`config.mk`:
```
export PLATFORM = sky130hd
export DESIGN_NAME = operand_router_flat
export DESIGN_NICKNAME = d
export VERILOG_FILES = /design/src/rtl/operand_router_if.sv /design/src/rtl/operand_router.sv /design/src/flat_wrapper.sv
export SDC_FILE = /design/constraint.sdc
export NUM_CORES = 1
export LEC_CHECK = 0
export ABC_AREA = 0
export CAP_MARGIN = 20
export CORE_MARGIN = 2
export CORE_UTILIZATION = 40
export CTS_BUF_LIST = sky130_fd_sc_hd__clkbuf_2 sky130_fd_sc_hd__clkbuf_4 sky130_fd_sc_hd__clkbuf_8
export DETAILED_ROUTE_END_ITERATION = 10
export GPL_TIMING_DRIVEN = 1
export MAX_ROUTING_LAYER = met4
export PLACE_DENSITY = 0.86
export SLEW_MARGIN = 20
export SYNTH_ARGS = -nofsm -noshare
export SYNTH_HDL_FRONTEND = slang
export SYNTH_SLANG_ARGS = --single-unit
```
`constraint.sdc`:
```
create_clock -name clk -period 1.35 [get_ports clk]
set_input_delay 0.405 -clock clk [delete_from_list [all_inputs] [get_ports clk]]
set_output_delay 0.405 -clock clk [all_outputs]
set_load 0.05 [all_outputs]
```
`src/rtl/operand_router_if.sv`:
```
// Handshake and operand bus between decode, operand_router and the ALU/condition stage.
// master = decode/consumer side driving instruction fields, slave = operand_router.
interface operand_router_if #(
  parameter int unsigned DATA_W = 8,
  parameter int unsigned ADDR_W = 8
);
  logic              in_valid;
  logic              in_ready;
  logic [DATA_W-1:0] opcode2;
  logic [DATA_W-1:0] opcode3;
  logic [ADDR_W-1:0] opcode4;
  logic [2:0]        src1_sel;
  logic [2:0]        src2_sel;
  logic [DATA_W-1:0] io_in;
  logic [DATA_W-1:0] ram_data;
  logic [DATA_W-1:0] stack_data;
  logic              pc_load;
  logic [ADDR_W-1:0] pc_load_value;
  logic              branch_taken;
  logic              is_ret;
  logic              err_clr;
  logic [DATA_W-1:0] arg1;
  logic [DATA_W-1:0] arg2;
  logic              out_valid;
  logic              out_ready;
  logic              out_err;
  logic [ADDR_W-1:0] pc;
  logic              halted;

  modport master (
    output in_valid, opcode2, opcode3, opcode4, src1_sel, src2_sel,
           io_in, ram_data, stack_data, pc_load, pc_load_value,
           branch_taken, is_ret, err_clr, out_ready,
    input  in_ready, arg1, arg2, out_valid, out_err, pc, halted
  );

  modport slave (
    input  in_valid, opcode2, opcode3, opcode4, src1_sel, src2_sel,
           io_in, ram_data, stack_data, pc_load, pc_load_value,
           branch_taken, is_ret, err_clr, out_ready,
    output in_ready, arg1, arg2, out_valid, out_err, pc, halted
  );
endinterface

```
`src/rtl/operand_router.sv`:
```
// Registered two-operand source mux plus program counter for the model computer datapath.
// Define ROUTER_HALT_EN to halt on a reserved selector until err_clr is pulsed.
module operand_router #(
  parameter int unsigned DATA_W      = 8,
  parameter int unsigned ADDR_W      = 8,
  parameter int unsigned INSTR_BYTES = 4
) (
  input logic             clk,
  input logic             rst_n,
  operand_router_if.slave bus
);

  typedef enum logic {RUN = 1'b0, HALT = 1'b1} state_t;

  state_t            state;
  logic [DATA_W-1:0] arg1_q;
  logic [DATA_W-1:0] arg2_q;
  logic              out_valid_q;
  logic              out_err_q;
  logic [ADDR_W-1:0] pc_q;
  logic [ADDR_W-1:0] pc_next;
  logic [DATA_W:0]   op1;
  logic [DATA_W:0]   op2;
  logic              in_ready_c;
  logic              xfer;

  // Returns {reserved_flag, data}; the pc source is the pre-update PC.
  function automatic logic [DATA_W:0] pick(
    input logic [2:0]        sel,
    input logic [DATA_W-1:0] imm,
    input logic [ADDR_W-1:0] pcv,
    input logic [DATA_W-1:0] io,
    input logic [DATA_W-1:0] ram,
    input logic [DATA_W-1:0] stk
  );
    case (sel)
      3'd0:    pick = {1'b0, imm};
      3'd1:    pick = {1'b0, DATA_W'(pcv)};
      3'd2:    pick = {1'b0, io};
      3'd3:    pick = {1'b0, ram};
      3'd4:    pick = {1'b0, stk};
      default: pick = {1'b1, {DATA_W{1'b0}}};
    endcase
  endfunction

  assign in_ready_c = (state == RUN) && (!out_valid_q || bus.out_ready);
  assign xfer       = bus.in_valid && in_ready_c;

  always_comb begin
    op1 = pick(bus.src1_sel, bus.opcode2, pc_q, bus.io_in, bus.ram_data, bus.stack_data);
    op2 = pick(bus.src2_sel, bus.opcode3, pc_q, bus.io_in, bus.ram_data, bus.stack_data);
  end

  // Load beats return, return beats branch, branch beats sequential increment.
  always_comb begin
    pc_next = pc_q + ADDR_W'(INSTR_BYTES);
    if (bus.pc_load)
      pc_next = bus.pc_load_value;
    else if (bus.branch_taken && bus.is_ret)
      pc_next = ADDR_W'(bus.stack_data);
    else if (bus.branch_taken)
      pc_next = bus.opcode4;
  end

  always_ff @(posedge clk or negedge rst_n) begin
    if (!rst_n) begin
      state       <= RUN;
      arg1_q      <= '0;
      arg2_q      <= '0;
      out_valid_q <= 1'b0;
      out_err_q   <= 1'b0;
      pc_q        <= '0;
    end else begin
      if (xfer) begin
        arg1_q      <= op1[DATA_W-1:0];
        arg2_q      <= op2[DATA_W-1:0];
        out_err_q   <= op1[DATA_W] | op2[DATA_W];
        out_valid_q <= 1'b1;
        pc_q        <= pc_next;
      end else if (bus.out_ready) begin
        out_valid_q <= 1'b0;
      end
`ifdef ROUTER_HALT_EN
      if ((state == RUN) && xfer && (op1[DATA_W] || op2[DATA_W]))
        state <= HALT;
      else if ((state == HALT) && bus.err_clr)
        state <= RUN;
`else
      state <= RUN;
`endif
    end
  end

`ifndef ROUTER_HALT_EN
  logic unused_err_clr;
  assign unused_err_clr = bus.err_clr;
`endif

  assign bus.in_ready  = in_ready_c;
  assign bus.arg1      = arg1_q;
  assign bus.arg2      = arg2_q;
  assign bus.out_valid = out_valid_q;
  assign bus.out_err   = out_err_q;
  assign bus.pc        = pc_q;
  assign bus.halted    = (state == HALT);

endmodule

```
`src/flat_wrapper.sv`:
```
// flat-port wrapper written by rule: the top's interface ports become plain ports
module operand_router_flat 
#(
  parameter int unsigned DATA_W      = 8,
  parameter int unsigned ADDR_W      = 8,
  parameter int unsigned INSTR_BYTES = 4
)
  (clk, rst_n, bus_in_valid, bus_opcode2, bus_opcode3, bus_opcode4, bus_src1_sel, bus_src2_sel, bus_io_in, bus_ram_data, bus_stack_data, bus_pc_load, bus_pc_load_value, bus_branch_taken, bus_is_ret, bus_err_clr, bus_out_ready, bus_in_ready, bus_arg1, bus_arg2, bus_out_valid, bus_out_err, bus_pc, bus_halted);
  operand_router_if #(.DATA_W(DATA_W), .ADDR_W(ADDR_W)) bus_i ();
  input logic clk;
  input logic rst_n;
  input wire logic [$bits(bus_i.in_valid)-1:0] bus_in_valid;
  input wire logic [$bits(bus_i.opcode2)-1:0] bus_opcode2;
  input wire logic [$bits(bus_i.opcode3)-1:0] bus_opcode3;
  input wire logic [$bits(bus_i.opcode4)-1:0] bus_opcode4;
  input wire logic [$bits(bus_i.src1_sel)-1:0] bus_src1_sel;
  input wire logic [$bits(bus_i.src2_sel)-1:0] bus_src2_sel;
  input wire logic [$bits(bus_i.io_in)-1:0] bus_io_in;
  input wire logic [$bits(bus_i.ram_data)-1:0] bus_ram_data;
  input wire logic [$bits(bus_i.stack_data)-1:0] bus_stack_data;
  input wire logic [$bits(bus_i.pc_load)-1:0] bus_pc_load;
  input wire logic [$bits(bus_i.pc_load_value)-1:0] bus_pc_load_value;
  input wire logic [$bits(bus_i.branch_taken)-1:0] bus_branch_taken;
  input wire logic [$bits(bus_i.is_ret)-1:0] bus_is_ret;
  input wire logic [$bits(bus_i.err_clr)-1:0] bus_err_clr;
  input wire logic [$bits(bus_i.out_ready)-1:0] bus_out_ready;
  output wire logic [$bits(bus_i.in_ready)-1:0] bus_in_ready;
  output wire logic [$bits(bus_i.arg1)-1:0] bus_arg1;
  output wire logic [$bits(bus_i.arg2)-1:0] bus_arg2;
  output wire logic [$bits(bus_i.out_valid)-1:0] bus_out_valid;
  output wire logic [$bits(bus_i.out_err)-1:0] bus_out_err;
  output wire logic [$bits(bus_i.pc)-1:0] bus_pc;
  output wire logic [$bits(bus_i.halted)-1:0] bus_halted;
  assign bus_i.in_valid = bus_in_valid;
  assign bus_i.opcode2 = bus_opcode2;
  assign bus_i.opcode3 = bus_opcode3;
  assign bus_i.opcode4 = bus_opcode4;
  assign bus_i.src1_sel = bus_src1_sel;
  assign bus_i.src2_sel = bus_src2_sel;
  assign bus_i.io_in = bus_io_in;
  assign bus_i.ram_data = bus_ram_data;
  assign bus_i.stack_data = bus_stack_data;
  assign bus_i.pc_load = bus_pc_load;
  assign bus_i.pc_load_value = bus_pc_load_value;
  assign bus_i.branch_taken = bus_branch_taken;
  assign bus_i.is_ret = bus_is_ret;
  assign bus_i.err_clr = bus_err_clr;
  assign bus_i.out_ready = bus_out_ready;
  assign bus_in_ready = bus_i.in_ready;
  assign bus_arg1 = bus_i.arg1;
  assign bus_arg2 = bus_i.arg2;
  assign bus_out_valid = bus_i.out_valid;
  assign bus_out_err = bus_i.out_err;
  assign bus_pc = bus_i.pc;
  assign bus_halted = bus_i.halted;
  operand_router #(.DATA_W(DATA_W), .ADDR_W(ADDR_W), .INSTR_BYTES(INSTR_BYTES)) u_core (.clk(clk), .rst_n(rst_n), .bus(bus_i));
endmodule
```
# Word level (Yosys, flattened, before mapping)
# Index checks and enable logic that the tools add are counted.
[totals]
elab_cells = 29
output_inout_bits = 28
reg_bits = 26
input_bits = 70
[classes]
bitwise_logic = 1
add_sub_neg = 1
eq_ne = 8
n_mux = 7
n_reduce_logical = 7
[ops]
columns = ["operator", "count"]
rows = [
  ["case mux 9 bit (5 select lines)", 2],
  ["two-way mux 8 bit", 3],
  ["== test 3 x 2 -> 1 bit (second input constant)", 4],
  ["adder 8 x 3 -> 8 bit (second input constant)", 1],
  ["== test 3 x 1 -> 1 bit (second input constant)", 2],
  ["== test 3 bit (second input constant)", 2],
  ["zero test 3 bit", 2],
  ["logical AND 1 bit", 2],
  ["two-way mux 1 bit", 2],
  ["nonzero test 2 bit", 1],
  ["zero test 1 bit", 1],
  ["logical OR 1 bit", 1],
  ["OR 1 bit", 1],
]

# Logic depth before layout (Yosys ltp)
# Gate-level depths: netlist of the first run.
[depth]
ltp_word = 4
ltp_mapped = 6
ltp_nobuf = 5

# Worst setup path after synthesis of the first run
# Ideal clock, no wire load.
[synth_path]
kind = "reg2reg"
from = "register u_core.out_valid_q, in the netlist u_core.bus.out_valid"
to = "register u_core.arg1_q[4], in the netlist u_core.bus.arg1[4]"
required_time_ns = 1.217
setup_ns = 0.133
path_slack_ns = -0.620
stages_incl_launch_ff = 7
synth_period_minus_slack_ns = 1.970
n_path_buf = 2
t_arrival_ns = 1.837
cell_sequence = "dfrtp_1 nand2b_1 and2_1 buf_4 buf_2 nand3_1 o211ai_1"
[synth_via]
elab_chain_len = 3
[synth_lines]
columns = ["item", "line_no", "text"]
rows = [
  ["start: declaration", "operand_router.sv:18", "logic out_valid_q;"],
  ["start signal: assignment", "operand_router.sv:70", "out_valid_q <= 1'b0;"],
  ["start signal: assignment", "operand_router.sv:78", "out_valid_q <= 1'b1;"],
  ["start signal: assignment", "operand_router.sv:81", "out_valid_q <= 1'b0;"],
  ["zero test 1 bit", "operand_router.sv:46", "assign in_ready_c = (state == RUN) && (!out_valid_q || bus.out_ready);"],
  ["logical OR 1 bit", "operand_router.sv:46", ""],
  ["named net bus_in_ready", "flat_wrapper.sv:27", "output wire logic [$bits(bus_i.in_ready)-1:0] bus_in_ready;"],
  ["logical AND 1 bit", "operand_router.sv:47", "assign xfer = bus.in_valid && in_ready_c;"],
  ["end signal: assignment", "operand_router.sv:75", "arg1_q <= op1[DATA_W-1:0];"],
  ["end: declaration", "operand_router.sv:16", "logic [DATA_W-1:0] arg1_q;"],
]
# The timed path passes the listed nets, and every way through them passes these cells.
# A chain may end at the register's enable or synchronous reset.

# Worst setup path after layout of the first run
[layout_path]
from = "register u_core.out_valid_q, in the netlist u_core.bus.out_valid"
to = "output port bus_in_ready"
[layout_via]
elab_chain_len = 2
[layout_lines]
columns = ["item", "line_no"]
rows = [
  ["zero test 1 bit", "operand_router.sv:46"],
  ["logical OR 1 bit", "operand_router.sv:46"],
  ["end: declaration", "flat_wrapper.sv:27"],
]
# No other way between the ends.

==> qor.txt, run 1 <==
fmax - 695 MHz
H-tree lvl count - 1
DP HPWL - 5680 um
kind of cell adding the most delay to the critical path - flip-flops
Post-synth top flop - dfrtp_1
grt total ovfl - 0
Synth top area share - 33.2%
CP max stage delay - 0.45 ns
drt via density - 6.04
initial antenna violation count - 0
Initial Utilization - 41.5%
All-Layer GR Usage - 30.7%
largest net degree at the start of global routing - 27
via count - 2568
Worst Reg-to-Reg Cells - 6
Sw Share - 37.7%
Max Cap Viol - 0
Post-CTS Hold Buffers - 0
Mapped Area - 0.00196 mm^2
DRC - 0
GRT busiest layer - met2
Routed WL - 8360 um
post-synthesis sequential area ratio - 33.2%
Root Driver - clkbuf_8
R2R setup slack - -0.04 ns
worst hold path class - in -> async
share of power burned in registers - 28.3%
synthesized area per cell - 8.88 um^2
Die Y - 74.0 um
share of cells above drive strength 1 - 37.2%
first-pass GRT wire length - 12400 um
Die Width - 74.0 um
# port buffers - 95
Setup crit end kind - output port
# IOs - 98
worst-path fanout max - 2
Final Hold Viols - 0
DRT iter0 DRCs - 362
number of synthesized flops with an enable pin - 0
Ys Warns - 0
M3 GR Usage - 6.37%
Final period util - 107%
Layout Nets - 430
area leader, netlist - dfrtp_1
Reg area - 662 um^2
routing usage on met2 - 51.1%
clk_skew - 0.0130 ns
total power - 0.00381 W
Area Growth Syn to Fin - 94.3%
area of the multi-input gates - 0.00131 mm^2
Synth area leaders - dfrtp_1, a22o_1, mux2_2
WP data required - 0.95 ns
final-report max-slew violation count - 0
clock latency on the worst-skew pair - 0.29 ns
RSZ-0062 raised after global routing - yes
met1 Use GR - 35.1%
Clock Path Buffers - 2
Crit Path Category - reg -> out
synth cell count leaders - dfrtp_1, nand2_1, a21oi_1, nand3_1, a22o_1
TNS Setup - -0.490 ns
ANT cells - 0
first-pass iteration count of the detailed router - 6
worst vdd rail ir drop - 1.01 mV
FF+latch count, synth - 26
DIE AREA - 0.00548 mm^2
CTS tree - yes
count of different cell masters after synthesis - 36
arrival time worst endpoint - 1.03 ns
Post-Syn Instances - 221
gp weighted congestion - 0.886
clock share of power - 17.7%
Final WS setup - -0.0899 ns
clock transition time at the flip-flop clock pins of the worst setup and hold paths - 0.11 ns
LEAKAGE - 1.63 nW
RR Endpoint - u_core.bus.arg2[2]
WL per Instance - 19.7 um
Synth async-reset ratio - 100%
Internal - 0.00237 W
failing checks - negative setup slack
CP max stage cell - dfrtp_2
clock sink count - 26
startpoint class of the critical path - register
# rows - 25
post-synthesis net count - 292
count leader, synth - dfrtp_1
net switching power - 0.00144 W
Post-DRT Antenna Nets - 0
Gate power share - 54.0%
Setup violations, final - 17
CP Cell Sequence - nand2b_4 -> buf_6 -> buf_12
fillers - 251
CTS buffer count - 3
Core ar. - 0.00472 mm^2
vias in the first global route - 2565
Final min period - 1.44 ns
reg-to-reg startpoint - u_core.bus.out_valid
crit path buf inv count - 2
status - finished, violations left
Pwr per Cell Area - 999 mW/mm^2
## worst reg2reg max path, stage by stage (launching register included)
cell	delay [ns]
dfrtp_2	0.45
nand2b_4	0.08
buf_4	0.13
and2_4	0.28
buf_6	0.16
nand3_1	0.09
o211ai_1	0.11
## cells in the final DEF (no fill, tap or decap), types with 2 or more instances in the layout
| master | instances |
|---|---|
| dlymetal6s2s_1 | 3 |
| mux2_4 | 4 |
| buf_12 | 28 |
| nor2b_2 | 2 |
| mux2_2 | 12 |
| a22oi_1 | 14 |
| dfrtp_2 | 9 |
| nand3b_1 | 4 |
| nand2b_1 | 2 |
| o31ai_1 | 2 |
| nor2_1 | 7 |
| a211oi_2 | 2 |
| inv_1 | 2 |
| buf_6 | 13 |
| a21oi_1 | 17 |
| nand3_1 | 17 |
| clkbuf_2 | 2 |
| buf_4 | 41 |
| o21ai_0 | 10 |
| nor2_4 | 4 |
| o21ai_1 | 2 |
| dfrtp_1 | 17 |
| clkdlybuf4s50_1 | 53 |
| clkbuf_8 | 3 |
| a22o_1 | 16 |
| o211ai_1 | 14 |
| nand2_1 | 17 |
| mux2i_1 | 8 |
| nor2b_1 | 2 |
| dlygate4sd2_1 | 9 |
## kinds of logic after synthesis
| logic type | synth area share, % |
|---|---|
| AO/OA/AOI/OAI | 28.9 |
| AND/OR/NAND/NOR | 16.1 |
| flip-flops | 33.2 |
| multiplexers | 14.0 |
| buffers and inverters | 6.12 |
| XOR/XNOR | 0.893 |
| adder cells (fa/ha/maj) | 0.638 |
| other | 0.191 |
## power by group through the flow
stage / clock [W] / combinational, W / sequential, W
2_1_floorplan: 0 / 0.000458 / 0.00143
3_3_place_gp: 0 / 0.00180 / 0.00109
3_5_place_dp: 0 / 0.00183 / 0.00109
4_1_cts: 0.000665 / 0.00193 / 0.00107
5_1_grt: 0.000704 / 0.00215 / 0.00109
6_report: 0.000674 / 0.00206 / 0.00108
## worst max-delay path by stage
stage / startpoint / end / slack (ns) / depth (start not counted)
2_1_floorplan: u_core.bus.out_valid / u_core.bus.pc[0] / -0.05 / 5
3_3_place_gp: bus_src1_sel[0] / u_core.bus.arg1[4] / -0.55 / 6
3_5_place_dp: bus_src2_sel[0] / u_core.bus.arg2[4] / -0.70 / 5
4_1_cts: u_core.bus.out_valid / bus_in_ready / -0.08 / 3
5_1_grt: bus_stack_data[2] / u_core.bus.pc[2] / -0.14 / 5
6_report: u_core.bus.out_valid / bus_in_ready / -0.09 / 3
## stage by stage
step	instance area [um^2]	setup WS [ns]	hold WS (ns)	instances	utilization, %
after floorplan	2010	-0.0521	0.109	221	-
after global placement	3510	-0.547	0.554	406	74.3
after detailed placement	3510	-0.698	0.556	406	74.3
after CTS	3710	-0.0816	0.485	419	78.5
after global routing	3810	-0.138	0.473	425	80.7
final	3810	-0.0899	0.467	425	80.7
## sequential cells by signal, indices dropped and copies added, names as in the netlist
signal                cells
u_core.bus.arg2           8
u_core.bus.arg1           8
u_core.bus.out_err        1
u_core.bus.out_valid      1
u_core.bus.pc             8
## layer usage
metal,wire [um],up-vias
li1,-,1110
met1,3130,1189
met2,4160,220
met3,688,49
met4,375,0
met5,0,-
## timing repair
item                       4_1_cts  5_1_grt
resized for setup               34       22
setup endpoints to repair       33       30
pin swaps                        5       14
gates cloned                     2        0
buffers inserted                 8        6
## area by class of cell
class                   instances  area share, %
well taps                      67           2.20
clock inverters                 1          0.788
clock buffers                   3           1.08
multi-input cells             176           34.2
inverters                       2          0.197
flip-flops and latches         26           17.4
repair buffers                150           44.1
(Power assumes the default switching activity.)
==> run 2, diff against run 1 <==
Settings changed: CORE_UTILIZATION 40 to 29, PLACE_DENSITY 0.86 to 0.67.
==> run 2 against run 1 <==
- the flow still finishes with violations (negative setup slack)
- clock power down 2%
- global-route usage fell by 11 points
- clock skew fell by 0.0070 ns
- largest cell class unchanged
- count of clock-buffer cells in the layout unchanged
- final area rose by 0.30%
- hold slack improved by 0.0050 ns
- via count decreased by 11%
- final cell count up 1.9%
- routed wire length down 14%
==> qor.txt, run 2 (same netlist as run 1, synthesis figures left out) <==
status - finished, violations left (unchanged)
failing checks - negative setup slack (unchanged)
Gate power share - 53.8% (was 54.0%)
Final min period - 1.43 ns (was 1.44 ns)
Setup crit end kind - output port (unchanged)
Internal - 0.00237 W (about the same)
commonest non-fill, non-tap cell in the layout - clkdlybuf4s50_1 (unchanged)
clock transition time at the flip-flop clock pins of the worst setup and hold paths - 0.10 ns (was 0.11 ns)
kind of cell adding the most delay to the critical path - flip-flops (unchanged)
H-tree lvl count - 1 (unchanged)
gp weighted congestion - 0.841 (was 0.886)
largest net degree at the start of global routing - 27 (unchanged)
Reg area - 662 um^2 (unchanged)
drt via density - 5.28 (was 6.04)
Routed WL - 7150 um (was 8360 um)
vias in the first global route - 2363 (was 2565)
Post-Place Cell Area - 0.00356 mm^2 (was 0.00351 mm^2)
worst-path fanout max - 3 (was 2)
# rows - 29 (was 25)
grt total ovfl - 0 (unchanged)
via count - 2288 (was 2568)
final instance area - 0.00382 mm^2 (was 0.00381 mm^2)
final-report max-slew violation count - 0 (unchanged)
net switching power - 0.00136 W (was 0.00144 W)
worst hold path class - in -> async (unchanged)
Crit Path Category - reg -> out (unchanged)
Initial Utilization - 30.4% (was 41.5%)
first-pass iteration count of the detailed router - 4 (was 6)
Post-DRT Antenna Nets - 0 (unchanged)
Die Width - 86.3 um (was 74.0 um)
# port buffers - 95 (unchanged)
WP data required - 0.95 ns (about the same)
Core ar. - 0.00646 mm^2 (was 0.00472 mm^2)
Post-CTS Hold Buffers - 0 (unchanged)
DRT iter0 DRCs - 139 (was 362)
commonest cells after routing, fill and taps aside - clkdlybuf4s50_1, buf_4, buf_12, a21oi_1, dfrtp_1 (was clkdlybuf4s50_1, buf_4, buf_12)
CP Launch Point - u_core.bus.out_valid (unchanged)
CP max stage cell - dfrtp_2 (unchanged)
Setup WS pre-CTS - -0.592 ns (was -0.698 ns)
Final period util - 106% (was 107%)
DP HPWL - 5590 um (was 5680 um)
All-Layer GR Usage - 20.2% (was 30.7%)
Clock Path Buffers - 2 (unchanged)
CP Cell Sequence - nand2b_4 -> buf_6 -> buf_12 (unchanged)
CP max stage delay - 0.44 ns (was 0.45 ns)
arrival time worst endpoint - 1.03 ns (about the same)
crit path buf inv count - 2 (unchanged)
WL per Instance - 16.5 um (was 19.7 um)
CTS tree - yes (unchanged)
clock share of power - 17.8% (was 17.7%)
DRC - 0 (unchanged)
worst vdd rail ir drop - 0.738 mV (was 1.01 mV)
post-layout util - 59.2% (was 80.7%)
share of power burned in registers - 28.4% (was 28.3%)
clock sink count - 26 (unchanged)
Area Growth Syn to Fin - 94.8% (was 94.3%)
RSZ-0062 raised after global routing - yes (unchanged)
initial antenna violation count - 0 (unchanged)
Sw Share - 36.5% (was 37.7%)
Max Cap Viol - 0 (unchanged)
Layout Nets - 428 (was 430)
DIE AREA - 0.00744 mm^2 (was 0.00548 mm^2)
startpoint class of the critical path - register (unchanged)
Final WS setup - -0.0812 ns (was -0.0899 ns)
LEAKAGE - 1.63 nW (about the same)
share of cells above drive strength 1 - 36.8% (was 37.2%)
Pwr per Cell Area - 976 mW/mm^2 (was 999 mW/mm^2)
Setup violations, final - 11 (was 17)
fillers - 553 (was 251)
clock latency on the worst-skew pair - 0.28 ns (was 0.29 ns)
ANT cells - 0 (unchanged)
first-pass GRT wire length - 11600 um (was 12400 um)
fmax - 699 MHz (was 695 MHz)
CTS buffer count - 3 (unchanged)
# IOs - 98 (unchanged)
Die Y - 86.3 um (was 74.0 um)
reg-to-reg startpoint - u_core.bus.pc[3] (was u_core.bus.out_valid)
Final Hold Viols - 0 (unchanged)
area of the multi-input gates - 0.00127 mm^2 (was 0.00131 mm^2)
clk_skew - 0.00601 ns (was 0.0130 ns)
Root Driver - clkbuf_8 (unchanged)
[run 2: final timing paths]
check	cells after the start	slack, ns	endpoint
max	3	-0.08	bus_in_ready
min	2	0.47	u_core.bus.arg1[3]
max reg2reg	5	-0.02	u_core.bus.pc[7]
min reg2reg	2	0.58	u_core.bus.arg1[1]
max in group asynchronous	2	0.70	u_core.bus.pc[7]
min in group clk	2	0.58	u_core.bus.arg1[1]
[run 2: per-stage QoR]
step                      instances  hold WS [ns]  power (W)  TNS [ns]
after CTS                       431         0.474    0.00369    -0.787
after floorplan                 221         0.109    0.00189    -0.523
after global routing            433         0.479    0.00389    -0.993
final                           433         0.472    0.00373    -0.271
after global placement          418         0.556    0.00292    -12.10
after detailed placement        418         0.563    0.00294    -12.71
[run 2: cell type report]
cell class | instances | share of cell area [%]
timing repair buffer | 149 | 44.9
sequential | 26 | 17.3
clock buffer | 3 | 1.08
clock inverter | 1 | 0.786
multi-input combinational | 175 | 33.2
inverter | 2 | 0.196
tap | 77 | 2.52
[run 2: per-layer routing]
metal	share of wire [%]	GRT usage [%]	wire, um	up-vias
li1	-	-	-	1105
met1	44	26.9	3120	1103
met2	51	34.0	3680	78
met3	4.8	2.57	341	2
met4	0.21	2.70	15	0
met5	0	-	0	-
[run 2: power by group through the flow]
stage                     registers [W]  clock network, W  logic (W)
final                           0.00106          0.000663    0.00201
after detailed placement        0.00109                 0    0.00185
after global routing            0.00108          0.000700    0.00212
after CTS                       0.00106          0.000673    0.00197
after global placement          0.00109                 0    0.00183
after floorplan                 0.00143                 0   0.000458
[run 2: repair_timing]
item                       CTS  global route
gates cloned                 1             0
pin swaps                    3             6
setup buffers                8             2
gates resized for setup     26            19
setup endpoints to repair   32            29
[run 2: worst reg2reg max path, cell delays in order, from the launching register on]
cell	delay (ns)
dfrtp_2	0.40
buf_6	0.11
and3_4	0.21
nand3_2	0.06
o31a_1	0.24
o31ai_1	0.25
